**src/rtl/display_pkg.sv**
```systemverilog
// rtl/display_pkg.sv - shared segment types and hex-to-segment table
package display_pkg;

    typedef logic [6:0] seg_t;

    localparam seg_t SEG_BLANK = 7'h7F;

    // Active-low {g,f,e,d,c,b,a}; entry 15 (F) first, entry 0 last.
    localparam logic [15:0][6:0] SEG_TABLE = {
        7'b0001110, 7'b0000110, 7'b0100001, 7'b1000110,
        7'b0000011, 7'b0001000, 7'b0010000, 7'b0000000,
        7'b1111000, 7'b0000010, 7'b0010010, 7'b0011001,
        7'b0110000, 7'b0100100, 7'b1111001, 7'b1000000
    };

endpackage

```
**src/rtl/anode_scanner_if.sv**
```systemverilog
// rtl/anode_scanner_if.sv - digit data in, anode/segment pins out
interface anode_scanner_if #(
    parameter int N_DIGITS = 4
);
    import display_pkg::*;

    localparam int IW = $clog2(N_DIGITS);

    logic                    enable;
    logic [4*N_DIGITS-1:0]   digits;
    logic [N_DIGITS-1:0]     dp_en;
    logic [N_DIGITS-1:0]     blank_mask;
    logic [N_DIGITS-1:0]     an_n;
    seg_t                    seg_n;
    logic                    dp_n;
    logic [IW-1:0]           idx_o;

    modport master (
        output enable, digits, dp_en, blank_mask,
        input  an_n, seg_n, dp_n, idx_o
    );

    modport slave (
        input  enable, digits, dp_en, blank_mask,
        output an_n, seg_n, dp_n, idx_o
    );

endinterface

```
**src/rtl/hex_to_sevenseg.sv**
```systemverilog
// rtl/hex_to_sevenseg.sv - combinational hex nibble to active-low segments
module hex_to_sevenseg
    import display_pkg::*;
(
    input  logic [3:0] hex_i,
    output seg_t       seg_o
);

    assign seg_o = SEG_TABLE[hex_i];

endmodule

```
**src/rtl/anode_scanner.sv**
```systemverilog
// rtl/anode_scanner.sv - time-multiplexed common-anode 7-segment scanner
module anode_scanner
    import display_pkg::*;
#(
    parameter int N_DIGITS     = 4,
    parameter int REFRESH_DIV  = 100000,
    parameter int BLANK_CYCLES = 16
) (
    input  logic            clk,
    input  logic            reset_n,
    anode_scanner_if.slave  bus
);

    localparam int PW = $clog2(REFRESH_DIV);
    localparam int IW = $clog2(N_DIGITS);

    localparam logic [PW-1:0] PRESC_LAST = PW'(REFRESH_DIV - 1);
    localparam logic [PW-1:0] BLANK_END  = PW'(BLANK_CYCLES);
    localparam logic [IW-1:0] IDX_LAST   = IW'(N_DIGITS - 1);
    localparam logic [N_DIGITS-1:0] AN_OFF = {N_DIGITS{1'b1}};
    localparam logic [N_DIGITS-1:0] AN_ONE = {{(N_DIGITS-1){1'b0}}, 1'b1};

    logic [PW-1:0]       presc_q, presc_d;
    logic [IW-1:0]       idx_q, idx_d;
    logic [N_DIGITS-1:0] an_n_q, an_n_d;
    seg_t                seg_n_q, seg_n_d;
    logic                dp_n_q, dp_n_d;
    logic [IW-1:0]       idx_o_q, idx_o_d;

    logic [3:0]          cur_digit;
    seg_t                cur_seg;
    logic                blank;

    assign cur_digit = bus.digits[{idx_q, 2'b00} +: 4];

    hex_to_sevenseg u_dec (
        .hex_i (cur_digit),
        .seg_o (cur_seg)
    );

    always_comb begin
        presc_d = presc_q;
        idx_d   = idx_q;
        an_n_d  = AN_OFF;
        seg_n_d = SEG_BLANK;
        dp_n_d  = 1'b1;
        idx_o_d = '0;
        blank   = (presc_q < BLANK_END) || bus.blank_mask[idx_q];

        if (!bus.enable) begin
            presc_d = '0;
            idx_d   = '0;
        end else begin
            idx_o_d = idx_q;
            if (!blank) begin
                an_n_d  = ~(AN_ONE << idx_q);
                seg_n_d = cur_seg;
                dp_n_d  = ~bus.dp_en[idx_q];
            end
            // Masked digits still run the full slot so refresh timing never shifts.
            if (presc_q == PRESC_LAST) begin
                presc_d = '0;
                idx_d   = (idx_q == IDX_LAST) ? '0 : idx_q + 1'b1;
            end else begin
                presc_d = presc_q + 1'b1;
            end
        end
    end

    always_ff @(posedge clk or negedge reset_n) begin
        if (!reset_n) begin
            presc_q <= '0;
            idx_q   <= '0;
            an_n_q  <= AN_OFF;
            seg_n_q <= SEG_BLANK;
            dp_n_q  <= 1'b1;
            idx_o_q <= '0;
        end else begin
            presc_q <= presc_d;
            idx_q   <= idx_d;
            an_n_q  <= an_n_d;
            seg_n_q <= seg_n_d;
            dp_n_q  <= dp_n_d;
            idx_o_q <= idx_o_d;
        end
    end

    assign bus.an_n  = an_n_q;
    assign bus.seg_n = seg_n_q;
    assign bus.dp_n  = dp_n_q;
    assign bus.idx_o = idx_o_q;

endmodule

```
**src/flat_wrapper.sv**
```systemverilog
// flat-port wrapper written by rule: the top's interface ports become plain ports
module anode_scanner_flat import display_pkg::*;
#(
    parameter int N_DIGITS     = 4,
    parameter int REFRESH_DIV  = 100000,
    parameter int BLANK_CYCLES = 16
)
  (clk, reset_n, bus_enable, bus_digits, bus_dp_en, bus_blank_mask, bus_an_n, bus_seg_n, bus_dp_n, bus_idx_o);
  anode_scanner_if #(.N_DIGITS(N_DIGITS)) bus_i ();
  input  logic clk;
  input  logic reset_n;
  input wire logic [$bits(bus_i.enable)-1:0] bus_enable;
  input wire logic [$bits(bus_i.digits)-1:0] bus_digits;
  input wire logic [$bits(bus_i.dp_en)-1:0] bus_dp_en;
  input wire logic [$bits(bus_i.blank_mask)-1:0] bus_blank_mask;
  output wire logic [$bits(bus_i.an_n)-1:0] bus_an_n;
  output wire logic [$bits(bus_i.seg_n)-1:0] bus_seg_n;
  output wire logic [$bits(bus_i.dp_n)-1:0] bus_dp_n;
  output wire logic [$bits(bus_i.idx_o)-1:0] bus_idx_o;
  assign bus_i.enable = bus_enable;
  assign bus_i.digits = bus_digits;
  assign bus_i.dp_en = bus_dp_en;
  assign bus_i.blank_mask = bus_blank_mask;
  assign bus_an_n = bus_i.an_n;
  assign bus_seg_n = bus_i.seg_n;
  assign bus_dp_n = bus_i.dp_n;
  assign bus_idx_o = bus_i.idx_o;
  anode_scanner #(.N_DIGITS(N_DIGITS), .REFRESH_DIV(REFRESH_DIV), .BLANK_CYCLES(BLANK_CYCLES)) u_core (.clk(clk), .reset_n(reset_n), .bus(bus_i));
endmodule
```
**config.mk**
```make
export PLATFORM = sky130hd
export DESIGN_NAME = anode_scanner_flat
export DESIGN_NICKNAME = d
export VERILOG_FILES = /design/src/rtl/display_pkg.sv /design/src/rtl/anode_scanner_if.sv /design/src/rtl/hex_to_sevenseg.sv /design/src/rtl/anode_scanner.sv /design/src/flat_wrapper.sv
export SDC_FILE = /design/constraint.sdc
export NUM_CORES = 1
export LEC_CHECK = 0
export CAP_MARGIN = 30
export CORE_ASPECT_RATIO = 0.6
export CORE_MARGIN = 2
export CORE_UTILIZATION = 40
export DETAILED_ROUTE_END_ITERATION = 6
export GPL_TIMING_DRIVEN = 0
export PLACE_DENSITY = 0.76
export SLEW_MARGIN = 5
export SYNTH_ARGS = -nofsm -noshare
export SYNTH_HDL_FRONTEND = slang
export SYNTH_SLANG_ARGS = --single-unit
```
**constraint.sdc**
```tcl
create_clock -name clk -period 2.2 [get_ports clk]
set_input_delay 0.22 -clock clk [delete_from_list [all_inputs] [get_ports clk]]
set_output_delay 0.22 -clock clk [all_outputs]
set_load 0.05 [all_outputs]
```
==> results.toml <==
[run_status]
status = "finished with violations"
failed_checks = "negative hold slack"

[clocking]
clk-insertion-delay-late_ps = 280
cts_inserted_buffers = 5
cts_hold_buffers = 0
cts.sinks = 33
cts_max_level = 2
cts_resized = 0
path_clk_slew_ps = 70
clockBufferDepth = 2
cts-root-buf = "clkbuf_8"
cts_setup_buffers = 0
cts_tree = "built"

[flow_run]
cap_viol_max_count = 0

[critical_path]
cp_num_cells = 6
r2r_cells = 6
cp_max_fo = 10
max_stage_delay_ps = 580
setup.worst_path.start_class = "register"
crit_chain = "buf_6 -> mux4_2 -> inv_1 -> ha_1 -> nor2_1 -> o31ai_1"
critical_path_class = "register to register"
end_kind = "register"
path_delay_family = "multiplexers"
cp.required_ps = 2380
ff2ff_setup_slack_ps = 200
critPathBufInv = 2
worst_path_max_delay_cell = "mux4_2"
cp.arrival_ps = 2170

[timing]
timing.setup.tns_ps = 0
final-max-slew-violation-count = 0
holdWs_ps = -9.43
period_share_pct = 90.8
min_period_ps = 2000
max_freq_mhz = 500
setup_viol = 0
worst_slew_pin_slew_ps = 690
rsz0062_at_grt = "no"
skew_ps = 8.70
timing_hold_violations_final = 21
slew_headroom_pct = 54.0

[global_routing]
antenna_found_initial = 0
grt_use_total_pct = 17.6
grt_pass1_wl_mm = 7.31
grt_max_degree = 34
grt.busiest_layer = "met1"
gr-usage-met1_pct = 28.6
grt_pass1_vias = 1461
grt_overflow = 0
use_met3_pct = 4.10
grt_use_met2_pct = 24.0

[logic_synthesis]
synthCells = 173
synth_top_area_share_pct = 27.6
ys_async_sr_fraction_pct = 100
ys_types = 39
yosys_warnings = 0
synth_top_area_cell = "dfrtp_1"
yosysMostFrequentCell = "dfrtp_1"
avgSynthCellArea_um2 = 11.0
synth_common_cells = "21 x dfrtp_1, 16 x nor2_1, 15 x xor2_1, 12 x dfstp_2, 12 x nand2_1"
synth_flop_cell = "dfrtp_1"
synth_nets = 211
synth-seq-cells = 33
synth-edff-count = 0
yosysSeqAreaShare_pct = 44.2
ys_top_cells_by_area = "dfrtp_1 28%, dfstp_2 17%, mux4_2 8.3%"
synth_area_um2 = 1900

[layout]
fin_cells = 284
register_area_um2 = 841
fillCellCount = 415
area_delta_synth_final_pct = 31.1
multi_input_area_um2 = 977
fin_nets = 258
diodes = 0
layout-drive-gt1-share_pct = 19.5

[power]
vdd_drop_max_uv = 402
powerDensity_nw_per_um2 = 533
p_leak_nw = 1.06

[floorplanning]
die_w_um = 93.0
initial_core_util_pct = 41.7
core_um2 = 4560
fp.dieH_um = 57.4
num_rows = 19
dieArea_um2 = 5340
io_pins = 41

[place]
port_buffers = 40
place_inst = 276
dp_hpwl_mm = 3.31
globalplace.congestion = 0.869

[drt]
dr.pass1.iters = 4
drc = 0
vias = 1458
drt-vias-per-instance = 5.13
first_iter_violations = 71
drt-total-wl_mm = 4.19
wl_per_cell_um = 14.8
ant_nets = 0

[worst_hold_path]
hold_path_class = "input port to asynchronous set/reset pin"
-- cell usage in the layout, fill, tap and decap left out, drive strengths merged, types with 5 or more instances in the layout --
| master | synthesis | layout |
|---|---|---|
| clkbuf | 0 | 7 |
| buf | 9 | 10 |
| nand3 | 9 | 9 |
| inv | 6 | 6 |
| ha | 11 | 11 |
| o21ai | 7 | 7 |
| nand2 | 13 | 13 |
| mux4 | 7 | 7 |
| nor2 | 16 | 16 |
| nand4 | 7 | 7 |
| xor2 | 15 | 15 |
| and2 | 5 | 5 |
| clkdlybuf4s50 | 0 | 39 |
| dfrtp | 21 | 21 |
| dfstp | 12 | 12 |
-- logic make-up after synthesis --
kind of cell,synth area share [%]
AND/OR/NAND/NOR,19.5
flip-flops,44.2
AO/OA/AOI/OAI,7.76
XOR/XNOR,7.83
buffers and inverters,4.41
adder cells (fa/ha/maj),7.24
multiplexers,9.08
-- stage by stage --
step,power (mW),util [%],area [um2],setup slack (ps),hold slack [ps]
finish,1.33,54.6,2490,202,-9.43
global route,1.38,54.6,2490,98.3,61.6
CTS,1.33,54.6,2490,200,16.9
detailed placement,0.760,52.1,2380,210,312
global placement,0.758,52.2,2380,201,472
floorplan,0.685,-,1900,392,-75.6
-- report_power, final --
group / leakage [nW] / switching (mW) / internal, mW
clock: 0.0585 / 0.209 / 0.369
sequential: 0.417 / 0.00438 / 0.612
combinational: 0.584 / 0.0592 / 0.0734
-- registers in the layout, summed over array words and instances (netlist names) --
register and cells:
u_core.bus.seg_n 7, u_core.idx_q 2, u_core.bus.idx_o 2, u_core.presc_q 17
u_core.bus.an_n 4, u_core.bus.dp_n 1
-- layout make-up --
| cell class | count | share of cell area (%) |
|---|---|---|
| Buffer | 9 | 2.46 |
| Sequential cell | 33 | 33.7 |
| Clock buffer | 7 | 3.46 |
| Timing Repair Buffer | 40 | 15.9 |
| Multi-Input combinational cell | 125 | 39.2 |
| Clock inverter | 1 | 1.20 |
| Tap cell | 63 | 3.16 |
| Inverter | 6 | 0.904 |
-- per-layer routing --
metal,part of all wire [%],vias up
met1,55,713
met4,0.21,0
li1,-,702
met2,41,41
met3,4.4,2
met5,0,-
-- worst register-to-register path, cell delays in order, from the launching register on --
cell,delay (ps)
dfrtp_1,390
buf_6,180
mux4_2,580
inv_1,160
ha_1,270
nor2_1,70
o31ai_1,250
-- worst paths after layout --
| path | start | to |
|---|---|---|
| setup / recovery | u_core.idx_q[0] | u_core.bus.seg_n[0] |
| min in group clk | u_core.presc_q[0] | u_core.presc_q[0] |
| hold / removal | reset_n | u_core.presc_q[15] |
| setup reg to reg | u_core.idx_q[0] | u_core.bus.seg_n[0] |
| max in group asynchronous | reset_n | u_core.presc_q[11] |
| hold reg to reg | u_core.presc_q[0] | u_core.presc_q[0] |
No activity file was read; power rests on OpenSTA's default activity.
